**src/rtl/key_debounce_multi_pkg.sv**
```systemverilog
`default_nettype none
// ============================================================================
// Module      : key_pkg
// Description : Shared types and default timing constants for the multi-key
//               push-button conditioner (50 MHz board defaults).
// Revision    : 1.0 - initial release
// ============================================================================
package key_pkg;

  // Per-channel debounce FSM state
  typedef enum logic [1:0] {
    IDLE       = 2'd0,
    PRESS_FILT = 2'd1,
    HELD       = 2'd2,
    REL_FILT   = 2'd3
  } key_state_e;

  // Default cycle counts at 50 MHz
  localparam int unsigned c_DEB_CYCLES_DEF    = 1000000;   // 20 ms
  localparam int unsigned c_LONG_CYCLES_DEF   = 50000000;  // 1 s
  localparam int unsigned c_REPEAT_CYCLES_DEF = 10000000;  // 200 ms
  localparam int unsigned c_CNT_W_DEF         = 26;

endpackage
`default_nettype wire

```
**src/rtl/key_debounce_multi_if.sv**
```systemverilog
`default_nettype none
// ============================================================================
// Module      : key_debounce_multi_if
// Description : Key pins in, conditioned per-key level and event pulses out.
//               master = key source / consumer side, slave = conditioner.
// Revision    : 1.0 - initial release
// ============================================================================
interface key_debounce_multi_if #(
  parameter int unsigned NUM_KEYS = 4
);

  logic [NUM_KEYS-1:0] Key;
  logic [NUM_KEYS-1:0] Key_State;
  logic [NUM_KEYS-1:0] Key_P_Flag;
  logic [NUM_KEYS-1:0] Key_R_Flag;
  logic [NUM_KEYS-1:0] Key_L_Flag;
  logic [NUM_KEYS-1:0] Key_Rep_Flag;

  modport master (
    output Key,
    input  Key_State,
    input  Key_P_Flag,
    input  Key_R_Flag,
    input  Key_L_Flag,
    input  Key_Rep_Flag
  );

  modport slave (
    input  Key,
    output Key_State,
    output Key_P_Flag,
    output Key_R_Flag,
    output Key_L_Flag,
    output Key_Rep_Flag
  );

endinterface
`default_nettype wire

```
**src/rtl/key_debounce_multi_ch.sv**
```systemverilog
`default_nettype none
// ============================================================================
// Module      : key_debounce_ch
// Description : One key channel: 2-FF synchroniser, level-qualified debounce
//               FSM, hold counter with long-press and auto-repeat pulses.
// Revision    : 1.0 - initial release
// ============================================================================
module key_debounce_ch
  import key_pkg::*;
#(
  parameter bit          ACTIVE_LOW    = 1'b1,
  parameter int unsigned DEB_CYCLES    = c_DEB_CYCLES_DEF,
  parameter int unsigned LONG_CYCLES   = c_LONG_CYCLES_DEF,
  parameter int unsigned REPEAT_CYCLES = c_REPEAT_CYCLES_DEF,
  parameter int unsigned CNT_W         = c_CNT_W_DEF
) (
  input  wire  Clk,
  input  wire  Reset,
  input  wire  i_key,
  output logic o_state,
  output logic o_p_flag,
  output logic o_r_flag,
  output logic o_l_flag,
  output logic o_rep_flag
);

  // Pin level that means "not pressed"; synchroniser resets here so that
  // leaving reset never looks like a press edge.
  localparam logic c_RELEASED_LVL = ACTIVE_LOW ? 1'b1 : 1'b0;

  localparam bit c_LONG_EN = (LONG_CYCLES != 0);
  localparam bit c_REP_EN  = c_LONG_EN && (REPEAT_CYCLES != 0);

  localparam logic [CNT_W-1:0] c_DEB_LAST  = CNT_W'(DEB_CYCLES - 1);
  localparam logic [CNT_W-1:0] c_LONG_LAST = CNT_W'(LONG_CYCLES - 1);
  localparam logic [CNT_W-1:0] c_REP_LAST  = CNT_W'(REPEAT_CYCLES - 1);
  localparam logic [CNT_W-1:0] c_ONE       = CNT_W'(1);

  logic             r_sync1;
  logic             r_sync2;
  logic             w_pk;
  logic             w_hold_run;
  key_state_e       r_state;
  logic [CNT_W-1:0] r_deb_cnt;
  logic [CNT_W-1:0] r_hold_cnt;
  logic             r_long_done;

  // Bring the asynchronous pin into the clock domain
  always_ff @(posedge Clk or posedge Reset) begin
    if (Reset) begin
      r_sync1 <= c_RELEASED_LVL;
      r_sync2 <= c_RELEASED_LVL;
    end else begin
      r_sync1 <= i_key;
      r_sync2 <= r_sync1;
    end
  end

  // Polarity-normalised key: 1 = pressed
  assign w_pk = ACTIVE_LOW ? ~r_sync2 : r_sync2;

  // Hold counter parks once no further event can fire: never counts with
  // long press disabled, and stops after the long press if repeat is off.
  assign w_hold_run = c_LONG_EN && !(r_long_done && !c_REP_EN);

  // Debounce FSM, counters and registered event pulses
  always_ff @(posedge Clk or posedge Reset) begin
    if (Reset) begin
      r_state     <= IDLE;
      r_deb_cnt   <= '0;
      r_hold_cnt  <= '0;
      r_long_done <= 1'b0;
      o_state     <= 1'b0;
      o_p_flag    <= 1'b0;
      o_r_flag    <= 1'b0;
      o_l_flag    <= 1'b0;
      o_rep_flag  <= 1'b0;
    end else begin
      o_p_flag   <= 1'b0;
      o_r_flag   <= 1'b0;
      o_l_flag   <= 1'b0;
      o_rep_flag <= 1'b0;
      case (r_state)
        IDLE: begin
          if (w_pk) begin
            r_state   <= PRESS_FILT;
            r_deb_cnt <= '0;
          end
        end
        PRESS_FILT: begin
          if (!w_pk) begin
            // any bounce restarts qualification from scratch
            r_state   <= IDLE;
            r_deb_cnt <= '0;
          end else if (r_deb_cnt == c_DEB_LAST) begin
            r_state     <= HELD;
            o_p_flag    <= 1'b1;
            o_state     <= 1'b1;
            r_hold_cnt  <= '0;
            r_long_done <= 1'b0;
          end else begin
            r_deb_cnt <= r_deb_cnt + c_ONE;
          end
        end
        HELD: begin
          if (!w_pk) begin
            // hold_cnt freezes so a short glitch does not reset hold timing
            r_state   <= REL_FILT;
            r_deb_cnt <= '0;
          end else if (c_LONG_EN && !r_long_done && (r_hold_cnt == c_LONG_LAST)) begin
            o_l_flag    <= 1'b1;
            r_long_done <= 1'b1;
            r_hold_cnt  <= '0;
          end else if (c_REP_EN && r_long_done && (r_hold_cnt == c_REP_LAST)) begin
            o_rep_flag <= 1'b1;
            r_hold_cnt <= '0;
          end else if (w_hold_run) begin
            r_hold_cnt <= r_hold_cnt + c_ONE;
          end
        end
        REL_FILT: begin
          if (w_pk) begin
            r_state <= HELD;
          end else if (r_deb_cnt == c_DEB_LAST) begin
            r_state  <= IDLE;
            o_r_flag <= 1'b1;
            o_state  <= 1'b0;
          end else begin
            r_deb_cnt <= r_deb_cnt + c_ONE;
          end
        end
        default: begin
          r_state <= IDLE;
        end
      endcase
    end
  end

endmodule
`default_nettype wire

```
**src/rtl/key_debounce_multi.sv**
```systemverilog
`default_nettype none
// ============================================================================
// Module      : key_debounce_multi
// Description : Multi-channel push-button conditioner; one independent
//               debounce channel per key pin.
// Revision    : 1.0 - initial release
// ============================================================================
module key_debounce_multi
  import key_pkg::*;
#(
  parameter int unsigned NUM_KEYS      = 4,
  parameter bit          ACTIVE_LOW    = 1'b1,
  parameter int unsigned DEB_CYCLES    = c_DEB_CYCLES_DEF,
  parameter int unsigned LONG_CYCLES   = c_LONG_CYCLES_DEF,
  parameter int unsigned REPEAT_CYCLES = c_REPEAT_CYCLES_DEF,
  parameter int unsigned CNT_W         = c_CNT_W_DEF
) (
  input wire                  Clk,
  input wire                  Reset,
  key_debounce_multi_if.slave bus
);

  // One self-contained channel per key
  for (genvar gi = 0; gi < NUM_KEYS; gi++) begin : g_ch
    key_debounce_ch #(
      .ACTIVE_LOW    (ACTIVE_LOW),
      .DEB_CYCLES    (DEB_CYCLES),
      .LONG_CYCLES   (LONG_CYCLES),
      .REPEAT_CYCLES (REPEAT_CYCLES),
      .CNT_W         (CNT_W)
    ) u_ch (
      .Clk        (Clk),
      .Reset      (Reset),
      .i_key      (bus.Key[gi]),
      .o_state    (bus.Key_State[gi]),
      .o_p_flag   (bus.Key_P_Flag[gi]),
      .o_r_flag   (bus.Key_R_Flag[gi]),
      .o_l_flag   (bus.Key_L_Flag[gi]),
      .o_rep_flag (bus.Key_Rep_Flag[gi])
    );
  end

endmodule
`default_nettype wire
```
**src/flat_wrapper.sv**
```systemverilog
// flat-port wrapper written by rule: the top's interface ports become plain ports
module key_debounce_multi_flat import key_pkg::*;
#(
  parameter int unsigned NUM_KEYS      = 4,
  parameter bit          ACTIVE_LOW    = 1'b1,
  parameter int unsigned DEB_CYCLES    = c_DEB_CYCLES_DEF,
  parameter int unsigned LONG_CYCLES   = c_LONG_CYCLES_DEF,
  parameter int unsigned REPEAT_CYCLES = c_REPEAT_CYCLES_DEF,
  parameter int unsigned CNT_W         = c_CNT_W_DEF
)
  (Clk, Reset, bus_Key, bus_Key_State, bus_Key_P_Flag, bus_Key_R_Flag, bus_Key_L_Flag, bus_Key_Rep_Flag);
  key_debounce_multi_if #(.NUM_KEYS(NUM_KEYS)) bus_i ();
  input wire Clk;
  input wire Reset;
  input wire logic [$bits(bus_i.Key)-1:0] bus_Key;
  output wire logic [$bits(bus_i.Key_State)-1:0] bus_Key_State;
  output wire logic [$bits(bus_i.Key_P_Flag)-1:0] bus_Key_P_Flag;
  output wire logic [$bits(bus_i.Key_R_Flag)-1:0] bus_Key_R_Flag;
  output wire logic [$bits(bus_i.Key_L_Flag)-1:0] bus_Key_L_Flag;
  output wire logic [$bits(bus_i.Key_Rep_Flag)-1:0] bus_Key_Rep_Flag;
  assign bus_i.Key = bus_Key;
  assign bus_Key_State = bus_i.Key_State;
  assign bus_Key_P_Flag = bus_i.Key_P_Flag;
  assign bus_Key_R_Flag = bus_i.Key_R_Flag;
  assign bus_Key_L_Flag = bus_i.Key_L_Flag;
  assign bus_Key_Rep_Flag = bus_i.Key_Rep_Flag;
  key_debounce_multi #(.NUM_KEYS(NUM_KEYS), .ACTIVE_LOW(ACTIVE_LOW), .DEB_CYCLES(DEB_CYCLES), .LONG_CYCLES(LONG_CYCLES), .REPEAT_CYCLES(REPEAT_CYCLES), .CNT_W(CNT_W)) u_core (.Clk(Clk), .Reset(Reset), .bus(bus_i));
endmodule
```
**config.mk**
```make
export PLATFORM = sky130hd
export DESIGN_NAME = key_debounce_multi_flat
export DESIGN_NICKNAME = d
export VERILOG_FILES = /design/src/rtl/key_debounce_multi_pkg.sv /design/src/rtl/key_debounce_multi_if.sv /design/src/rtl/key_debounce_multi_ch.sv /design/src/rtl/key_debounce_multi.sv /design/src/flat_wrapper.sv
export SDC_FILE = /design/constraint.sdc
export NUM_CORES = 1
export LEC_CHECK = 0
export CORE_MARGIN = 2
export CORE_UTILIZATION = 60
export DETAILED_ROUTE_END_ITERATION = 10
export GPL_TIMING_DRIVEN = 1
export HOLD_SLACK_MARGIN = 0.05
export MAX_ROUTING_LAYER = met4
export PLACE_DENSITY_LB_ADDON = 0.3
export SYNTH_ARGS = -nofsm -noshare
export SYNTH_HDL_FRONTEND = slang
export SYNTH_HIERARCHICAL = 1
export SYNTH_SLANG_ARGS = --single-unit
export TNS_END_PERCENT = 30
```
**constraint.sdc**
```tcl
create_clock -name Clk -period 4.94 [get_ports Clk]
set_clock_uncertainty 0.05 [all_clocks]
set_input_delay 0.988 -clock Clk [delete_from_list [all_inputs] [get_ports Clk]]
set_output_delay 0.988 -clock Clk [all_outputs]
set_load 0.005 [all_outputs]
```
==> reports/qor.yml <==
worst_setup_path:
  worst-path-max-fanout: 26
  worstSetupPathType: "reg -> reg"
  setup.worst_path.start: "u_core/g_ch[3].u_ch/r_deb_cnt[22]"
  cpMaxStageDelayCell: "sky130_fd_sc_hd__o41a_1"
  cp_slowest_stage_delay_ns: 0.86
  crit_path_cell_trace: "or4_1, or4_1, o41a_1, a31o_1, a22o_1"
  worst_r2r_start: "u_core/g_ch[3].u_ch/r_deb_cnt[22]"
  cp.required_ns: 5.31
  startpoint_class: "flip-flop"
  end_kind: "flip-flop"
  critical_path.most_common_cell: "sky130_fd_sc_hd__or4_1"
  cp.arrival_ns: 3.54
routing:
  detail_route.first_pass.iterations: 5
  routed-via-count: 12566
  finalWirelength_um: 32900
  post-route-drc-count: 0
  drt_iter0_drc: 933
  detail_route.vias_per_cell: 6.58
  ant_nets: 0
  routed_wire_length_per_instance_um: 17.2
global_route:
  globalRouteTotalUtil_pct: 27.4
  grt_start_max_net_pins: 48
  initial_antenna_violation_count: 0
  grt_first_pass_wirelength_um: 56000
  globalRouteOverflowTotal: 0
  vias_in_the_first_global_route: 11532
layout:
  ff_latch_area_um2: 6220
  fin_nets: 1588
  filler_cell_count: 1918
  instances_no_fill: 1911
  syn2layout_area_growth_pct: 9.06
  layout-drive-gt1-share_pct: 7.04
  multiInputGateArea_um2: 7510
  n_antenna_cell: 0
synthesis:
  yosys.area.top_type_share_pct: 42.3
  synth_compound_gate_area_share_pct: 16.9
  yosys.area_share.xor_xnor_pct: 3.20
  seq_area_frac_synth_pct: 43.7
  dominantRegCellSynth: "sky130_fd_sc_hd__dfrtp_1"
  synth_area_um2: 14200
  yosys.area_share.simple_pct: 31.3
  synth_area_leader_cell: "sky130_fd_sc_hd__dfrtp_1"
  mux_share_of_post_synthesis_cell_area_pct: 0.563
  synth_top_family_by_area: "simple AND/OR/NAND/NOR gates"
  ys_top_cells_by_area: "sky130_fd_sc_hd__dfrtp_1 42%, sky130_fd_sc_hd__nand3_1 5.4%, sky130_fd_sc_hd__nand2_1 5.2%, sky130_fd_sc_hd__nor2_1 3.3%, sky130_fd_sc_hd__nand4_1 3.3%"
  ys_async_sr_fraction_pct: 100
  synth-edff-count: 0
  ys.warnings.count: 6
  yosysUniqueCellTypes: 74
  ys_seq_elements: 248
  syn_area_per_cell_um2: 8.92
  synth_fa_ha_area_share_pct: 0.704
  synthCells: 1593
  synth_nets: 1607
die:
  floorplan.initialDensity_pct: 60.9
  design.die.area_um2: 24900
  die_h_um: 158
  rows: 56
  die_x_um: 158
  boundaryPins: 26
  design.core.area_um2: 23300
min_path:
  min_path_type: "reg -> reg"
  holdCritStartpoint: "u_core/g_ch[1].u_ch/r_sync1"
sta:
  count_of_final_hold_check_violations: 0
  setup_tns_ns: 0
  fmaxAchievable_mhz: 316
  finalMaxSlewViolations: 0
  final.period_utilization_pct: 64.1
  final_critical_path_setup_slack_ns: 1.78
  worst_pin_slew_ns: 1.13
  rsz0062_at_grt: "false"
  post-route-min-period_ns: 3.16
  whs_ns: 0.304
  timing.slew.headroom_pct: 24.3
  setup_violations: 0
cts:
  ctsResizeCount: 0
  tritoncts.num_buffers: 27
  post-cts-setup-buffers: 0
  cts_sinks: 248
  cts.clk_slew.worst_paths_ns: 0.06
  cts_hold_buffers: 0
  clk_latency_ns: 0.54
  htree_num_levels: 1
  clockRootBuffer: "sky130_fd_sc_hd__clkbuf_16"
  cts_tree: "done"
  clk_path_buf_depth: 3
run_status:
  outcome: "complete, no violations"
run:
  max_cap_violations: 0
placement:
  routabilityCongestion: 0.939
  place.detailed.instances: 1864
  placement.io_buffers: 25
  preCtsSetupSlack_ns: 1.84
  dpl.hpwl_um: 21600
power:
  max-vdd-ir-drop_v: 0.000249
  power_density_nw_per_um2: 273
  power_leakage_uw: 0.00610
==> cells by family (layout without fill, tap and decap cells) <==
group                      Yosys count  count (layout)
AOI/OAI and AO/OA                  334             334
xor gates and xnor gates            52              52
adders and majority gates            8               8
buffers and inverters              120             119
DFF                                248             248
muxes                                8               8
and+or+nand+nor                    823             823
==> through the flow <==
stage	total power [µW]	util, %	instance area, µm²
2_1_floorplan	2200	-	14200
3_3_place_gp	2230	62.6	14600
3_5_place_dp	2230	62.6	14600
4_1_cts	4290	66.4	15500
5_1_grt	4390	66.4	15500
6_report	4240	66.4	15500
==> where the power goes <==
part,leakage [µW],total (µW),switching (µW),internal [µW]
Combinational,0.00225,128,96.9,31.2
Clock,0.000430,2040,822,1220
Sequential,0.00342,2070,19.4,2050
Total,0.00610,4240,939,3300
==> final cells by class <==
type | instances | share of cell area, %
clock buffer | 36 | 4.84
tap | 319 | 2.58
timing repair buffer | 37 | 2.20
multi-input combinational | 1225 | 48.5
clock inverter | 11 | 0.961
sequential | 248 | 40.1
inverter | 35 | 0.848
==> critical path: cells and delay by family (launching register included) <==
kind	cells	cell delay (ns)
compound gates	3	1.39
flops	1	0.43
simple gates	2	1.18
==> path summary, 6_finish.rpt <==
path	end	slack, ns	cells past startpoint
min in group asynchronous	u_core/g_ch[3].u_ch/r_deb_cnt[23]	1.03	2
max reg2reg	u_core/g_ch[3].u_ch/r_hold_cnt[3]	1.78	5
max	u_core/g_ch[3].u_ch/r_hold_cnt[3]	1.78	5
min	u_core/g_ch[1].u_ch/r_sync2	0.30	0
max in group asynchronous	u_core/g_ch[0].u_ch/r_sync2	2.81	3
min reg2reg	u_core/g_ch[1].u_ch/r_sync2	0.30	0
==> cells in the final DEF (no fill, tap or decap), types with 21 or more instances in the layout <==
| cell | n |
|---|---|
| sky130_fd_sc_hd__a21oi_1 | 48 |
| sky130_fd_sc_hd__a22o_1 | 23 |
| sky130_fd_sc_hd__a31oi_1 | 21 |
| sky130_fd_sc_hd__and3_1 | 48 |
| sky130_fd_sc_hd__clkbuf_16 | 27 |
| sky130_fd_sc_hd__clkdlybuf4s50_1 | 25 |
| sky130_fd_sc_hd__dfrtp_1 | 240 |
| sky130_fd_sc_hd__inv_1 | 31 |
| sky130_fd_sc_hd__nand2_1 | 195 |
| sky130_fd_sc_hd__nand3_1 | 153 |
| sky130_fd_sc_hd__nand4_1 | 74 |
| sky130_fd_sc_hd__nor2_1 | 125 |
| sky130_fd_sc_hd__nor3_1 | 32 |
| sky130_fd_sc_hd__nor4_1 | 28 |
| sky130_fd_sc_hd__o211ai_1 | 44 |
| sky130_fd_sc_hd__o21ai_0 | 48 |
| sky130_fd_sc_hd__or4_1 | 36 |
| sky130_fd_sc_hd__xor2_1 | 37 |
==> cells in the mapped netlist, types with 9 or more instances <==
library cell	n
sky130_fd_sc_hd__nor4_2	13
sky130_fd_sc_hd__nand2_1	195
sky130_fd_sc_hd__o211ai_1	44
sky130_fd_sc_hd__or4_1	36
sky130_fd_sc_hd__nor2b_1	11
sky130_fd_sc_hd__a31o_1	16
sky130_fd_sc_hd__or3_1	18
sky130_fd_sc_hd__inv_1	35
sky130_fd_sc_hd__nor4bb_1	13
sky130_fd_sc_hd__a31oi_1	22
sky130_fd_sc_hd__nor2_1	125
sky130_fd_sc_hd__o31ai_1	15
sky130_fd_sc_hd__and2_1	12
sky130_fd_sc_hd__dfrtp_1	240
sky130_fd_sc_hd__nor4_1	28
sky130_fd_sc_hd__nand4_1	74
sky130_fd_sc_hd__a22o_1	23
sky130_fd_sc_hd__and3_1	48
sky130_fd_sc_hd__clkbuf_1	56
sky130_fd_sc_hd__nor3_1	32
sky130_fd_sc_hd__o311ai_0	10
sky130_fd_sc_hd__a21oi_1	48
sky130_fd_sc_hd__xor2_1	37
sky130_fd_sc_hd__buf_2	21
sky130_fd_sc_hd__and4_1	12
sky130_fd_sc_hd__a32oi_1	9
sky130_fd_sc_hd__xnor2_1	15
sky130_fd_sc_hd__o21ai_0	48
sky130_fd_sc_hd__nand3_1	153
==> routing by layer <==
metal | track usage [%] | up-vias | share of wire (%)
met1 | 39.1 | 6150 | 46
li1 | - | 5990 | -
met4 | 6.88 | 0 | 1.8
met3 | 3.23 | 47 | 5.3
met5 | - | - | 0
met2 | 42.1 | 379 | 47
==> registers in the layout (all words and copies together), names as in the netlist, named ones only <==
name                          flops
u_core/g_ch.u_ch/o_p_flag         4
u_core/g_ch.u_ch/r_sync1          4
u_core/g_ch.u_ch/o_l_flag         4
u_core/g_ch.u_ch/r_long_done      4
u_core/g_ch.u_ch/o_r_flag         4
u_core/g_ch.u_ch/o_rep_flag       4
u_core/g_ch.u_ch/r_state          4
u_core/g_ch.u_ch/r_hold_cnt     104
u_core/g_ch.u_ch/o_state          4
u_core/g_ch.u_ch/r_sync2          4
u_core/g_ch.u_ch/r_deb_cnt      104
Note: power is estimated with default switching activity, not from simulation.
